## config.mk

```make
export PLATFORM = sky130hd
export DESIGN_NAME = uart_rx_frame
export DESIGN_NICKNAME = d
export VERILOG_FILES = /design/src/rtl/uart_rx_pkg.sv /design/src/rtl/uart_rx_sync.sv /design/src/rtl/uart_rx_frame.sv
export SDC_FILE = /design/constraint.sdc
export NUM_CORES = 1
export LEC_CHECK = 0
export ABC_CLOCK_PERIOD_IN_PS = 1800
export CAP_MARGIN = 15
export CORE_MARGIN = 2
export CORE_UTILIZATION = 40
export CTS_BUF_LIST = sky130_fd_sc_hd__clkbuf_4
export DETAILED_ROUTE_END_ITERATION = 6
export PLACE_DENSITY = 0.6
export SLEW_MARGIN = 20
export SYNTH_ARGS = -nofsm -noshare
export SYNTH_HDL_FRONTEND = slang
export SYNTH_HIERARCHICAL = 1
export SYNTH_SLANG_ARGS = --single-unit
```

## constraint.sdc

```tcl
create_clock -name clk -period 1.8 [get_ports clk]
set_input_delay 0.27 -clock clk [delete_from_list [all_inputs] [get_ports clk]]
set_output_delay 0.27 -clock clk [all_outputs]
set_load 0.01 [all_outputs]
```

## src/rtl/uart_rx_pkg.sv

```systemverilog
`default_nettype none
// ============================================================================
// Module      : uart_rx_pkg
// Description : Shared types and constants for the UART frame receiver:
//               receiver state encoding, majority-sample offsets around the
//               bit centre, and a 3-input majority helper.
//               The PARITY state exists only when UART_RX_PARITY_EN is defined.
// Revision    : 1.0 - initial release
// ============================================================================
package uart_rx_pkg;

    typedef enum logic [2:0] {
        S_IDLE      = 3'd0,
        S_START     = 3'd1,
        S_DATA      = 3'd2,
`ifdef UART_RX_PARITY_EN
        S_PARITY    = 3'd3,
`endif
        S_STOP      = 3'd4,
        S_WAIT_IDLE = 3'd5
    } rx_state_t;

    // The three samples of each bit sit on ticks OVERSAMPLE/2-EARLY,
    // OVERSAMPLE/2 and OVERSAMPLE/2+LATE.
    localparam int c_MAJ_OFS_EARLY = 1;
    localparam int c_MAJ_OFS_LATE  = 1;

    function automatic logic majority3(input logic [2:0] s);
        return (s[0] & s[1]) | (s[0] & s[2]) | (s[1] & s[2]);
    endfunction

endpackage
`default_nettype wire

```

## src/rtl/uart_rx_sync.sv

```systemverilog
`default_nettype none
// ============================================================================
// Module      : uart_rx_sync
// Description : Input conditioning for the UART receiver.
//               - 2-flop synchronizer on the asynchronous rx line (resets to
//                 the idle level 1 so no false start is seen after reset).
//               - Rising-edge detector on the registered DDS oversample clock,
//                 giving a one-clk os_tick per oversample period.
// Ports       : clk, rst       - system clock, synchronous active-high reset
//               i_dds_clk      - oversample clock, synchronous to clk
//               i_rx           - raw serial line
//               o_rx_s         - synchronized serial line
//               o_os_tick      - one-clk oversample strobe
// Revision    : 1.0 - initial release
// ============================================================================
module uart_rx_sync (
    input  logic clk,
    input  logic rst,
    input  logic i_dds_clk,
    input  logic i_rx,
    output logic o_rx_s,
    output logic o_os_tick
);

    logic [1:0] r_rx_sync;
    logic       r_dds;
    logic       r_dds_d;

    always_ff @(posedge clk) begin
        if (rst) begin
            r_rx_sync <= 2'b11;
            r_dds     <= 1'b0;
            r_dds_d   <= 1'b0;
        end else begin
            r_rx_sync <= {r_rx_sync[0], i_rx};
            r_dds     <= i_dds_clk;
            r_dds_d   <= r_dds;
        end
    end

    assign o_rx_s    = r_rx_sync[1];
    assign o_os_tick = r_dds & ~r_dds_d;

endmodule
`default_nettype wire

```

## src/rtl/uart_rx_frame.sv

```systemverilog
`default_nettype none
// ============================================================================
// Module      : uart_rx_frame
// Description : Oversampling UART frame receiver with valid/ready output.
//               Each bit is decided by a majority of three samples around the
//               bit centre. Bad stop bit -> frame_err pulse (frame still
//               delivered). Frame completing while valid is held without
//               ready -> data overwritten, sticky overrun.
//               Optional even-parity bit enabled by macro UART_RX_PARITY_EN;
//               without it parity_err is tied low.
// Ports       : clk, rst        - system clock, synchronous active-high reset
//               dds_clk         - oversample clock (OVERSAMPLE x baud)
//               rx              - serial input, idle high
//               data/valid/ready- received word handshake
//               frame_err       - one-clk pulse, bad stop bit
//               parity_err      - one-clk pulse, parity mismatch
//               overrun         - sticky overrun flag
//               busy            - receiver not in IDLE
// Revision    : 1.0 - initial release
// ============================================================================
module uart_rx_frame
    import uart_rx_pkg::*;
#(
    parameter int DATA_BITS  = 8,
    parameter int OVERSAMPLE = 16
) (
    input  logic                 clk,
    input  logic                 rst,
    input  logic                 dds_clk,
    input  logic                 rx,
    output logic [DATA_BITS-1:0] data,
    output logic                 valid,
    input  logic                 ready,
    output logic                 frame_err,
    output logic                 parity_err,
    output logic                 overrun,
    output logic                 busy
);

    localparam int c_TW = $clog2(OVERSAMPLE);
    localparam int c_BW = $clog2(DATA_BITS + 1);

    localparam logic [c_TW-1:0] c_TICK_EARLY = c_TW'(OVERSAMPLE/2 - c_MAJ_OFS_EARLY);
    localparam logic [c_TW-1:0] c_TICK_MID   = c_TW'(OVERSAMPLE/2);
    localparam logic [c_TW-1:0] c_TICK_LATE  = c_TW'(OVERSAMPLE/2 + c_MAJ_OFS_LATE);
    localparam logic [c_TW-1:0] c_TICK_LAST  = c_TW'(OVERSAMPLE - 1);
    localparam logic [c_BW-1:0] c_BIT_LAST   = c_BW'(DATA_BITS - 1);

    logic                 w_rx_s;
    logic                 w_os_tick;
    rx_state_t            r_state;
    rx_state_t            w_state_nxt;
    logic [c_TW-1:0]      r_tick_cnt;
    logic [c_BW-1:0]      r_bit_cnt;
    logic [1:0]           r_samp;
    logic [DATA_BITS-1:0] r_shift;
    logic [DATA_BITS-1:0] r_data;
    logic                 r_valid;
    logic                 r_frame_err;
    logic                 r_overrun;
    logic                 w_maj;
    logic                 w_at_late;
    logic                 w_at_last;
    logic                 w_load;
    logic                 w_shift_en;

    uart_rx_sync u_sync (
        .clk       (clk),
        .rst       (rst),
        .i_dds_clk (dds_clk),
        .i_rx      (rx),
        .o_rx_s    (w_rx_s),
        .o_os_tick (w_os_tick)
    );

    // The third sample is the live rx_s on the late tick, so the majority is
    // only meaningful when qualified by w_at_late.
    assign w_maj     = majority3({r_samp, w_rx_s});
    assign w_at_late = w_os_tick && (r_tick_cnt == c_TICK_LATE);
    assign w_at_last = w_os_tick && (r_tick_cnt == c_TICK_LAST);

    // ---------------------------------------------------------------- state
    always_ff @(posedge clk) begin
        if (rst) begin
            r_state <= S_IDLE;
        end else begin
            r_state <= w_state_nxt;
        end
    end

    // ----------------------------------------------------------- next state
    always_comb begin
        w_state_nxt = r_state;
        case (r_state)
            S_IDLE:      if (w_os_tick && !w_rx_s) w_state_nxt = S_START;
            S_START: begin
                if (w_at_late && w_maj)  w_state_nxt = S_IDLE;
                else if (w_at_last)      w_state_nxt = S_DATA;
            end
            S_DATA: begin
                if (w_at_last && (r_bit_cnt == c_BIT_LAST)) begin
`ifdef UART_RX_PARITY_EN
                    w_state_nxt = S_PARITY;
`else
                    w_state_nxt = S_STOP;
`endif
                end
            end
`ifdef UART_RX_PARITY_EN
            S_PARITY:    if (w_at_last) w_state_nxt = S_STOP;
`endif
            // Leave STOP right after the late sample so the next start edge
            // is caught even if the transmitter's stop bit is short.
            S_STOP:      if (w_at_late) w_state_nxt = w_maj ? S_IDLE : S_WAIT_IDLE;
            S_WAIT_IDLE: if (w_os_tick && w_rx_s) w_state_nxt = S_IDLE;
            default:     w_state_nxt = S_IDLE;
        endcase
    end

    // --------------------------------------------------------------- outputs
    always_comb begin
        busy       = (r_state != S_IDLE);
        w_load     = 1'b0;
        w_shift_en = 1'b0;
        case (r_state)
            S_DATA:  w_shift_en = w_at_late;
            S_STOP:  w_load     = w_at_late;
            default: ;
        endcase
    end

    // -------------------------------------------------------------- datapath
    always_ff @(posedge clk) begin
        if (rst) begin
            r_tick_cnt  <= '0;
            r_bit_cnt   <= '0;
            r_samp      <= '0;
            r_shift     <= '0;
            r_data      <= '0;
            r_valid     <= 1'b0;
            r_frame_err <= 1'b0;
            r_overrun   <= 1'b0;
        end else begin
            if ((r_state == S_IDLE) || (r_state == S_WAIT_IDLE)) begin
                r_tick_cnt <= '0;
            end else if (w_os_tick) begin
                r_tick_cnt <= (r_tick_cnt == c_TICK_LAST) ? '0 : r_tick_cnt + c_TW'(1);
            end

            if (r_state != S_DATA) begin
                r_bit_cnt <= '0;
            end else if (w_at_last) begin
                r_bit_cnt <= r_bit_cnt + c_BW'(1);
            end

            if (w_os_tick && ((r_tick_cnt == c_TICK_EARLY) || (r_tick_cnt == c_TICK_MID))) begin
                r_samp <= {r_samp[0], w_rx_s};
            end

            // LSB arrives first, so shift in at the top and it ends up in bit 0.
            if (w_shift_en) begin
                r_shift <= {w_maj, r_shift[DATA_BITS-1:1]};
            end

            r_frame_err <= w_load && !w_maj;

            if (w_load) begin
                r_data  <= r_shift;
                r_valid <= 1'b1;
                if (r_valid && !ready) begin
                    r_overrun <= 1'b1;
                end
            end else if (r_valid && ready) begin
                r_valid <= 1'b0;
            end
        end
    end

`ifdef UART_RX_PARITY_EN
    logic r_par_bad;
    logic r_parity_err;

    always_ff @(posedge clk) begin
        if (rst) begin
            r_par_bad    <= 1'b0;
            r_parity_err <= 1'b0;
        end else begin
            // Even parity: data bits XOR parity bit must be 0.
            if ((r_state == S_PARITY) && w_at_late) begin
                r_par_bad <= (^r_shift) ^ w_maj;
            end
            r_parity_err <= w_load && r_par_bad;
        end
    end

    assign parity_err = r_parity_err;
`else
    assign parity_err = 1'b0;
`endif

    assign data      = r_data;
    assign valid     = r_valid;
    assign frame_err = r_frame_err;
    assign overrun   = r_overrun;

endmodule
`default_nettype wire

```

### Word level (Yosys, flattened, before mapping)

Cells that the tools add are included.

* register bits after elaboration: 36
* input port bits: 5
* output and inout bits: 13

* $add $sub $neg: 2
* eq/ne operators: 15
* mux-type cells: 13
* bitwise logic cells: 7
* reductions and logical operators: 22

Operators by type and width (number)
* 2-to-1 mux 3 bit: 7
* case mux 3 bit (5 select lines): 1
* equality test 4 bit (second input constant): 3
* logical AND 1 bit: 10
* adder 4 x 1 -> 4 bit (second input constant): 2
* equality test 4 x 3 -> 1 bit (second input constant): 2
* inequality test 2 bit (second input constant): 4
* equality test 3 bit (second input constant): 2
* AND reduction 5 bit: 1
* bitwise AND 1 bit: 4
* 2-to-1 mux 1 bit: 4
* 2-to-1 mux 4 bit: 1
* OR reduction 2 bit: 2
* equality test 3 x 1 -> 1 bit (second input constant): 1
* equality test 3 x 2 -> 1 bit (second input constant): 1
* logical NOT 1 bit: 3
* logical NOT 3 bit: 1
* inequality test 3 x 2 -> 1 bit (second input constant): 1
* inequality test 3 bit (second input constant): 1
* nonzero test 3 bit: 1
* logical OR 1 bit: 2
* bitwise OR 1 bit: 2
* AND reduction 2 bit: 1
* nonzero test 2 bit: 1
* NOT 1 bit: 1

### Depth between registers and ports, before layout

Gate-level depths: netlist (run 1).

* depth after elaboration: 6
* mapped depth: 7
* mapped depth without buffers: 6

### Cells and area by module

The synthesis (run 1) kept the hierarchy.

Modules (own cells, without submodules)
* uart_rx_frame: instances 1, cells each 160, area an instance 1436.4 um2
* uart_rx_sync: instances 1, cells each 9, area an instance 111.4 um2

### Worst setup path after synthesis (run 1)

No wires, ideal clock.

* kind: flip-flop to flip-flop
* start point: register r_tick_cnt[1]
* end point: register r_state[0]
* library setup time: 0.123 ns
* arrival time: 1.606 ns
* data required time: 1.677 ns
* setup slack: 0.071 ns
* cell stages (with the launch flop): 7
* cell sequence: dfxtp_1 -> inv_1 -> ha_1 -> and4b_4 -> a2111oi_4 -> a32o_2 -> mux2_1

* cells in the longest elaborated chain, start to end: 5

Ends and longest elaborated chain
* start: declaration: RTL line uart_rx_frame.sv:53 `logic [c_TW-1:0] r_tick_cnt;`
* start signal: assignment: RTL line uart_rx_frame.sv:147 `r_tick_cnt <= (r_tick_cnt == c_TICK_LAST) ? '0 : r_tick_cnt + c_TW'(1);`
* equality test 4 bit, on equally long branches: RTL line uart_rx_frame.sv:79, uart_rx_frame.sv:80
* logical AND 1 bit, on equally long branches: RTL line uart_rx_frame.sv:79, uart_rx_frame.sv:80
* logical AND 1 bit, on equally long branches: RTL line uart_rx_frame.sv:97, uart_rx_frame.sv:101
* inequality test 3 bit (no source line) (tied with other cells)
* AND reduction 5 bit (no source line) or case mux 3 bit (5 select lines) (tied branches)
* end signal: assignment: RTL line uart_rx_frame.sv:87 `r_state <= w_state_nxt;`
* end: declaration: RTL line uart_rx_frame.sv:51 `rx_state_t r_state;`

Several ways; a longest one is shown, not always the timed one.
A chain may end at the register's enable or synchronous reset.

### Worst setup path in the final report (run 1)

* start point: register u_sync.r_rx_sync[1]
* end point: register r_state[0]

* cells in the longest elaborated chain, start to end: 6

Ends and longest elaborated chain
* start: declaration: RTL line uart_rx_sync.sv:25 `logic [1:0] r_rx_sync;`
* start signal: assignment: RTL line uart_rx_sync.sv:35 `r_rx_sync <= {r_rx_sync[0], i_rx};`
* bitwise AND 1 bit: RTL line uart_rx_pkg.sv:29 `return (s[0] & s[1]) | (s[0] & s[2]) | (s[1] & s[2]);`
* bitwise OR 1 bit (2 in a row): RTL line uart_rx_pkg.sv:29
* 2-to-1 mux 3 bit or logical AND 1 bit (tied branches): RTL line uart_rx_frame.sv:114, uart_rx_frame.sv:97
* 2-to-1 mux 3 bit (tied with other cells): RTL line uart_rx_frame.sv:114 `S_STOP: if (w_at_late) w_state_nxt = w_maj ? S_IDLE : S_WAIT_IDLE;`
* case mux 3 bit (5 select lines) or AND reduction 5 bit (tied branches)

Several ways; a longest one is shown, not always the timed one. The select of a mux whose other input is x is not followed.

==> results.yml, run 1 <==
synthesis:
  postSynthCellCount: 169
  ys_warn_count: 6
  dominant_register_cell_in_the_synthesized_netlist: "sky130_fd_sc_hd__dfxtp_1"
  synth_seq_cells: 36
  synth_area_per_cell_sq_um: 9.158
  synth_enable_flop_cells: 0
  synth_nets: 178
  synth_sequential_area_ratio: 0.4656
  mappedNetlistArea_sq_um: 1548
  yosysUniqueCellTypes: 39
  synth_async_sr_flop_share: 0
timing:
  timing_max_transition_violations_final: 0
  finClkSkew_ps: 8.185
  finalSetupTns_ps: 0
  period_minus_slack_ps: 1719
  rsz0062_at_grt: "false"
  layout_worst_path_cycle_share: 0.9548
  max_freq_mhz: 581.9
  finalHoldViolCount: 0
  report.final.setup_viol: 0
global_routing:
  global_route.usage.total: 0.1548
  grt_pass1_vias: 1229
  grt_first_pass_wirelength_microns: 5202
  grt_start_max_net_pins: 22
  grt-ovfl-total: 0
  antenna_found_initial: 0
routing:
  avgRoutedWirePerCell_microns: 12.11
  detailroute.via_count: 1221
  postRouteWirelength_microns: 2930
  dr.first_iter.drc_count: 43
  drc: 0
  vias_per_std_cell: 5.045
  drt_first_pass_iters: 4
  ant_nets: 0
min_path:
  worstHoldPathType: "register to register"
clock_tree:
  cts_buffer_depth: 2
  htree_levels: 2
  cts_root_buffer: "sky130_fd_sc_hd__clkbuf_4"
  hold_buffers: 0
  clkTransAtPathRegs_ps: 120
  tritoncts.num_buffers: 5
  cts_tree: "built"
  worstSkewPairLatency_ps: 340
  clock-sinks: 36
critical_path:
  critical_path.cell_chain: "maj3_2 > a2111oi_4 > a32o_2 > mux2_4"
  required_ps: 2040
  cp-end-kind: "register"
  critical_path_at_ps: 1960
  critPathMaxFanout: 4
  timing.critical_path.from_type: "register"
  setup.worst_path.class: "register to register"
  slowest_delay_ps: 380
  timing.critical_path.slowest_stage_cell: "sky130_fd_sc_hd__a2111oi_4"
cells_and_area:
  post_route_cells_drive_above_1_share: 0.1546
  area.growth.synth_to_final_pct: 22.88
  antenna-diode-count: 0
  nets: 202
place:
  gpl.final_weighted_congestion: 0.7463
  portBuffers: 16
  dp.final_hpwl_microns: 2111
die:
  die_h_microns: 66.21
  boundaryPins: 18
  die_area_sq_um: 4383
  core_region_area_sq_um: 3689
  initial_core_util: 0.4196
  fp.dieW_microns: 66.21
  rows: 22
flow_run:
  cap_violations: 0
power_and_ir_drop:
  total_power_mw: 1.587
  power.density_nw_per_um2: 834.5
  leak_pwr_nw: 0.7549
  max-vdd-ir-drop_mv: 0.5738
outcome:
  run_status: "complete, no violations"
## cells in the mapped netlist (2+ instances only)
library cell / instances / area, sq um
sky130_fd_sc_hd__nand4_1: 2 / 12.51
sky130_fd_sc_hd__nor2b_1: 4 / 25.02
sky130_fd_sc_hd__or2_1: 2 / 12.51
sky130_fd_sc_hd__nand3_1: 11 / 55.05
sky130_fd_sc_hd__a21oi_1: 15 / 75.07
sky130_fd_sc_hd__nor2_1: 17 / 63.81
sky130_fd_sc_hd__nand2b_1: 4 / 25.02
sky130_fd_sc_hd__nor3_1: 2 / 10.01
sky130_fd_sc_hd__mux2i_1: 11 / 110.1
sky130_fd_sc_hd__nand2_1: 17 / 63.81
sky130_fd_sc_hd__ha_1: 4 / 50.05
sky130_fd_sc_hd__o21bai_1: 2 / 15.01
sky130_fd_sc_hd__clkbuf_1: 3 / 11.26
sky130_fd_sc_hd__xor2_1: 4 / 35.03
sky130_fd_sc_hd__o21ai_0: 3 / 15.01
sky130_fd_sc_hd__inv_1: 4 / 15.01
sky130_fd_sc_hd__buf_2: 6 / 30.03
sky130_fd_sc_hd__and3b_1: 2 / 17.52
sky130_fd_sc_hd__dfxtp_1: 36 / 720.7
## cell type report
cell class | instances | area [sq um]
flip-flops and latches | 36 | 728.2
repair buffers | 28 | 249.0
well taps | 48 | 60.06
multi-input cells | 118 | 765.7
inverters | 4 | 15.01
fillers | 363 | 1787
clock buffers | 5 | 37.54
clock inverters | 3 | 46.29
## placed cells by master (no fill, tap or decap), types with 4 or more instances in the layout
cell,Yosys,final
sky130_fd_sc_hd__nand3_1,11,11
sky130_fd_sc_hd__a21oi_1,15,15
sky130_fd_sc_hd__nand2b_1,4,4
sky130_fd_sc_hd__mux2i_1,11,11
sky130_fd_sc_hd__nand2_1,17,17
sky130_fd_sc_hd__xor2_1,4,4
sky130_fd_sc_hd__ha_1,4,4
sky130_fd_sc_hd__dfxtp_1,36,32
sky130_fd_sc_hd__buf_4,1,12
sky130_fd_sc_hd__clkbuf_4,0,5
sky130_fd_sc_hd__nor2_1,17,17
sky130_fd_sc_hd__clkdlybuf4s50_1,0,15
sky130_fd_sc_hd__inv_1,4,4
## cells by family (layout without fill, tap and decap cells)
logic type	after synthesis	after routing	share of synthesized area
AND/OR/NAND/NOR	69	69	0.2272
buffers and inverters	15	40	0.04365
AO/OA/AOI/OAI	26	26	0.1148
XOR/XNOR	5	5	0.02829
other	1	1	0.002423
multiplexers	12	12	0.07842
adder cells (fa/ha/maj)	5	5	0.03961
flip-flops	36	36	0.4656
## routing by layer
layer  track usage  share of wire
met4       0.06378         0.0075
met2        0.2538           0.46
met5             0              0
met1        0.1805           0.48
met3       0.05792          0.053
## state kept, by name, summed over array words and instances, names as in the netlist
signal / flops
r_samp: 2
r_bit_cnt: 4
u_sync/r_dds_d: 1
frame_err: 1
data: 8
u_sync/r_dds: 1
r_shift: 8
overrun: 1
r_tick_cnt: 4
u_sync/r_rx_sync: 2
r_state: 3
valid: 1
## worst paths after layout
kind,slack [ps],cells after the start,end,start
hold reg to reg,430,1,u_sync/r_rx_sync[1]$_SDFF_PP1_,u_sync/r_rx_sync[0]$_SDFF_PP1_
setup reg to reg,80,4,r_state[0]$_SDFFE_PP0P_,u_sync/r_rx_sync[1]$_SDFF_PP1_
hold / removal,430,1,u_sync/r_rx_sync[1]$_SDFF_PP1_,u_sync/r_rx_sync[0]$_SDFF_PP1_
setup / recovery,80,4,r_state[0]$_SDFFE_PP0P_,u_sync/r_rx_sync[1]$_SDFF_PP1_
## through the flow
| step | worst slack, ps | instance area, sq um | utilization | hold slack, ps | std cells |
|---|---|---|---|---|---|
| after detailed placement | 40.00 | 1783 | 0.4834 | 395.2 | 231 |
| after global routing | 6.435 | 1902 | 0.5156 | 441.0 | 242 |
| after CTS | 7.226 | 1871 | 0.5071 | 425.6 | 239 |
| after floorplan | 70.91 | 1548 | - | 341.6 | 169 |
| after global placement | 78.31 | 1783 | 0.4834 | 396.9 | 231 |
| final | 81.44 | 1902 | 0.5156 | 425.9 | 242 |
## worst max-delay path, delay by kind of cell, from the launching register on
| kind | cells | cell delay (ps) |
|---|---|---|
| AOI/OAI and AO/OA | 2 | 600 |
| muxes | 1 | 300 |
| adders and majority gates | 1 | 360 |
| DFF | 1 | 350 |
## where the power goes
part           switching [mW]  internal, mW
sequential             0.0221         0.809
clock                   0.289         0.297
combinational          0.0828        0.0870
## repair_timing
action,in CTS,in global routing
endpoints found under the setup margin,1,4
pin swaps,0,3
gates resized for setup,4,4
setup buffers,0,3
(Power assumes the default switching activity.)
==> inputs of run 2 (changes only) <==
DONT_BUFFER_PORTS = 1   (was unset)
PLACE_DENSITY = 0.53   (was 0.6)
==> run 2 against run 1 <==
  * Clock power is 2% lower
  * First-iteration DRC count rose by 88%
  * Non-clock buffer count shrank 20
  * Worst hold slack lost 400 ps
  * Register-to-register slack about the same
  * Critical path type unchanged
==> results.yml, run 2 (synthesis results as in run 1) <==
outcome:
  run_status: "complete, no violations"
critical_path:
  cp.buffers_inverters: 0
  critPathMaxFanout: 5
  path_delay_family: "compound AO/OA/AOI/OAI gates"
  cp-end-kind: "register"
  setup.worst_path.class: "register to register"
  timing.critical_path.from_type: "register"
  critical_path.cell_chain: "maj3_2 > a2111oi_4 > a32o_2 > mux2_4"
  timing.critical_path.slowest_stage_cell: "sky130_fd_sc_hd__a2111oi_4"
  slowest_delay_ps: 390
  required_ps: 2030
  critical_path_at_ps: 1960
global_routing:
  globalRouteMet3Util: 0.05451
  grt_most_used_layer: "met2"
  grt_start_max_net_pins: 25
  grt-ovfl-total: 0
  global_route.usage.total: 0.1646
  antenna_found_initial: 0
  global_route.usage.met1: 0.2209
  grt_pass1_vias: 1191
  met2_layer_usage_reported_by_global_route: 0.2438
  grt_first_pass_wirelength_microns: 5520
cells_and_area:
  final_common_cell: "sky130_fd_sc_hd__dfxtp_1"
  nets: 182
  post_route_cells_drive_above_1_share: 0.1379
  finalCoreUtilization: 0.4644
  mostFrequentLayoutCells: "sky130_fd_sc_hd__dfxtp_1, sky130_fd_sc_hd__nor2_1, sky130_fd_sc_hd__nand2_1, sky130_fd_sc_hd__a21oi_1"
  area.growth.synth_to_final_pct: 10.67
  antenna-diode-count: 0
timing:
  max_freq_mhz: 579.4
  slew-limit-headroom: 0.4223
  period_minus_slack_ps: 1726
  rsz0062_at_grt: "false"
  tightestPinTransition_ps: 863.7
  report.final.setup_viol: 0
  timing_max_transition_violations_final: 0
  layout_worst_path_cycle_share: 0.9589
  finalSetupTns_ps: 0
  finClkSkew_ps: 3.469
  finalHoldViolCount: 0
clock_tree:
  cts_tree: "built"
  clkTransAtPathRegs_ps: 100
  cts_buffer_depth: 2
  post-cts-setup-buffer-count: 0
  clock-sinks: 36
  cts_root_buffer: "sky130_fd_sc_hd__clkbuf_4"
  tritoncts.num_buffers: 5
  htree_levels: 2
  worstSkewPairLatency_ps: 330
die:
  initial_core_util: 0.4196
  core_region_area_sq_um: 3689
  rows: 22
  die_h_microns: 66.21
  boundaryPins: 18
  fp.dieW_microns: 66.21
  die_area_sq_um: 4383
flow_run:
  cap_violations: 0
power_and_ir_drop:
  seq_power_share: 0.539
  max-vdd-ir-drop_mv: 0.4343
  power_switching_mw: 0.3645
  power.density_nw_per_um2: 901.4
  power_frac_clock: 0.372
  switching_share: 0.2361
  cell_internal_pwr_mw: 1.179
  p_comb_frac: 0.089
  leak_pwr_nw: 0.6738
routing:
  avgRoutedWirePerCell_microns: 13.73
  drc: 0
  drt_first_pass_iters: 4
  ant_nets: 0
  postRouteWirelength_microns: 3049
  vias_per_std_cell: 5.257
  dr.first_iter.drc_count: 81
  detailroute.via_count: 1167
place:
  portBuffers: 0
  gpl.final_weighted_congestion: 0.8920
  dp.final_hpwl_microns: 2028
min_path:
  worstHoldPathType: "input port to register"
-- run 2: power by group through the flow --
| stage | Clock (mW) | Combinational, mW | Sequential [mW] |
|---|---|---|---|
| after floorplan | 0 | 0.121 | 0.833 |
| after global placement | 0 | 0.115 | 0.848 |
| final | 0.574 | 0.138 | 0.832 |
| after CTS | 0.597 | 0.128 | 0.831 |
| after global routing | 0.627 | 0.151 | 0.835 |
| after detailed placement | 0 | 0.118 | 0.850 |
-- run 2: metal layers --
metal  up-vias  wire length [microns]
li1        587                      -
met4         0                     23
met1       548                   1502
met2        30                   1357
met5         -                      0
met3         2                    166
-- run 2: worst paths after layout --
kind | end | slack (ps) | from | cells past startpoint
worst max-delay path | r_state[0]$_SDFFE_PP0P_ | 70 | u_sync/r_rx_sync[1]$_SDFF_PP1_ | 4
worst max register to register | r_state[0]$_SDFFE_PP0P_ | 70 | u_sync/r_rx_sync[1]$_SDFF_PP1_ | 4
worst min-delay path | u_sync/r_rx_sync[0]$_SDFF_PP1_ | 30 | rx | 1
worst min register to register | u_sync/r_rx_sync[1]$_SDFF_PP1_ | 430 | u_sync/r_rx_sync[0]$_SDFF_PP1_ | 1
-- run 2: cell type report --
class | instances | area, sq um
Clock buffer | 6 | 45.04
Sequential cell | 36 | 723.2
Clock inverter | 2 | 35.03
Multi-Input combinational cell | 118 | 768.2
Timing Repair Buffer | 8 | 66.31
Tap cell | 48 | 60.06
Fill cell | 364 | 1976
Inverter | 4 | 15.01
-- run 2: worst register-to-register path: stages, from the launching register on --
cell	delay (ps)
sky130_fd_sc_hd__dfxtp_1	350
sky130_fd_sc_hd__maj3_2	370
sky130_fd_sc_hd__a2111oi_4	390
sky130_fd_sc_hd__a32o_2	220
sky130_fd_sc_hd__mux2_4	300
-- run 2: repair_timing --
item	CTS	global route
gates resized for setup	0	6
hold endpoints to repair	24	0
hold buffers	1	0
setup endpoints to repair	0	14
-- run 2: metrics by stage --
| step | hold WS [ps] | setup WS, ps | total power, mW | instances | area [sq um] |
|---|---|---|---|---|---|
| 5_1_grt | 2.299 | 4.016 | 1.614 | 222 | 1713 |
| 4_1_cts | 9.148 | 18.72 | 1.556 | 222 | 1698 |
| 6_report | 26.06 | 74.02 | 1.544 | 222 | 1713 |
| 3_5_place_dp | 344.8 | 34.14 | 0.9674 | 213 | 1608 |
| 2_1_floorplan | 341.6 | 70.91 | 0.9545 | 169 | 1548 |
| 3_3_place_gp | 342.4 | 76.31 | 0.9630 | 213 | 1608 |
==> inputs of run 3 (changes only) <==
GPL_TIMING_DRIVEN = 0   (was unset)
==> run 3 against run 2 <==
  * Flip-flop and latch count unchanged
  * Clock-buffer cell count down 1
  * Die area unchanged
==> results.yml, run 3 (synthesis results as in run 1) <==
die:
  boundaryPins: 18
  die_h_microns: 66.21
  rows: 22
  core_region_area_sq_um: 3689
  die_area_sq_um: 4383
  fp.dieW_microns: 66.21
  initial_core_util: 0.4196
routing:
  avgRoutedWirePerCell_microns: 12.29
  drt_first_pass_iters: 4
  vias_per_std_cell: 5.100
  dr.first_iter.drc_count: 49
  drc: 0
  postRouteWirelength_microns: 2827
  ant_nets: 0
  detailroute.via_count: 1173
place:
  post_dp_cell_area_sq_um: 1608
  dp.final_hpwl_microns: 2015
  gpl.final_weighted_congestion: 0.8922
  place_inst: 217
  portBuffers: 0
  dp_worst_setup_slack_ps: -87.14
clock_tree:
  cts_root_buffer: "sky130_fd_sc_hd__clkbuf_4"
  clkTransAtPathRegs_ps: 100
  clock-sinks: 36
  tritoncts.num_buffers: 5
  cts_buffer_depth: 2
  cts_tree: "built"
  worstSkewPairLatency_ps: 330
  htree_levels: 2
cells_and_area:
  post_route_cells_drive_above_1_share: 0.1648
  final_cell_area_sq_um: 1760
  area.growth.synth_to_final_pct: 13.74
  area.sequential_sq_um: 723.2
  antenna-diode-count: 0
  fin_cells: 230
  final_common_cell: "sky130_fd_sc_hd__dfxtp_1"
  finalCoreUtilization: 0.4773
  mostFrequentLayoutCells: "sky130_fd_sc_hd__dfxtp_1, sky130_fd_sc_hd__nor2_1, sky130_fd_sc_hd__nand2_1, sky130_fd_sc_hd__a21oi_1"
  multi_input_comb_area_sq_um: 778.2
  num-fill-cells: 382
  nets: 190
timing:
  report.final.setup_viol: 0
  layout_worst_path_cycle_share: 0.9617
  setup_ws_ps: 68.90
  rsz0062_at_grt: "false"
  finClkSkew_ps: 5.534
  finalSetupTns_ps: 0
  finalHoldViolCount: 0
  max_freq_mhz: 577.7
  period_minus_slack_ps: 1731
  hold-worst-slack_ps: 27.68
  timing_max_transition_violations_final: 0
critical_path:
  regToRegStartpoint: "r_tick_cnt[1]$_SDFFE_PP0P_"
  worst-r2r-setup-slack_ps: 70
  cp-end-kind: "register"
  required_ps: 2030
  reg2reg_depth: 6
  critical_path_at_ps: 1960
  critPathMaxFanout: 4
  setup.worst_path.class: "register to register"
  timing.critical_path.from_type: "register"
  r2r-end: "r_state[0]$_SDFFE_PP0P_"
power_and_ir_drop:
  max-vdd-ir-drop_mv: 0.5167
  power.density_nw_per_um2: 884.4
  total_power_mw: 1.557
  leak_pwr_nw: 0.6970
min_path:
  worstHoldPathType: "input port to register"
  min_from: "rst"
  timing.hold.worst_path_depth: 1
  worst_hold_path.endpoint: "u_sync/r_rx_sync[1]$_SDFF_PP1_"
outcome:
  run_status: "complete, no violations"
global_routing:
  grt_start_max_net_pins: 13
  global_route.usage.total: 0.1486
  grt_pass1_vias: 1123
  grt_first_pass_wirelength_microns: 4878
  grt-ovfl-total: 0
  antenna_found_initial: 0
flow_run:
  cap_violations: 0
[run 3: power by group]
part | switching, mW | leakage (nW) | internal (mW) | total (mW)
clock network | 0.264 | 0.0412 | 0.289 | 0.553
logic | 0.0839 | 0.364 | 0.0869 | 0.171
registers | 0.0226 | 0.292 | 0.810 | 0.833
total | 0.370 | 0.697 | 1.19 | 1.56
[run 3: worst max path at each step]
stage | slack [ps] | endpoint | depth (start not counted) | start
6_report | 70 | r_state[0]$_SDFFE_PP0P_ | 6 | r_tick_cnt[1]$_SDFFE_PP0P_
5_1_grt | 2 | r_state[2]$_SDFFE_PP0P_ | 7 | r_tick_cnt[1]$_SDFFE_PP0P_
4_1_cts | 30 | r_state[2]$_SDFFE_PP0P_ | 6 | r_tick_cnt[0]$_SDFFE_PP0P_
3_5_place_dp | -90 | r_state[0]$_SDFFE_PP0P_ | 6 | r_tick_cnt[1]$_SDFFE_PP0P_
3_3_place_gp | -40 | r_state[0]$_SDFFE_PP0P_ | 6 | r_tick_cnt[1]$_SDFFE_PP0P_
2_1_floorplan | 70 | r_state[0]$_SDFFE_PP0P_ | 6 | r_tick_cnt[1]$_SDFFE_PP0P_
[run 3: per-layer routing]
layer / GRT usage / vias up / share of wire
li1: - / 599 / -
met1: 0.1802 / 551 / 0.51
met2: 0.2250 / 18 / 0.43
met3: 0.06303 / 5 / 0.045
met4: 0.07143 / 0 / 0.013
met5: 0 / - / 0
[run 3: final cells by class]
cell class	instances	area share
multi-input combinational	118	0.4421
sequential	36	0.4108
tap	48	0.03412
timing repair buffer	6	0.02985
buffer	10	0.02914
clock inverter	3	0.02416
clock buffer	5	0.02132
inverter	4	0.008529
[run 3: what timing repair did]
action,CTS,global route
gates resized for setup,2,7
endpoints found under the hold margin,2,1
pin swaps,2,2
endpoints found under the setup margin,2,3
setup buffers,2,1
hold buffers,1,2
[run 3: worst max-delay path: stages, from the launching register on]
cell and delay, ps:
sky130_fd_sc_hd__dfxtp_2 350, sky130_fd_sc_hd__inv_2 50, sky130_fd_sc_hd__ha_2 160, sky130_fd_sc_hd__and4b_4 200, sky130_fd_sc_hd__a2111oi_4 360, sky130_fd_sc_hd__a32o_2 210
sky130_fd_sc_hd__mux2_4 300
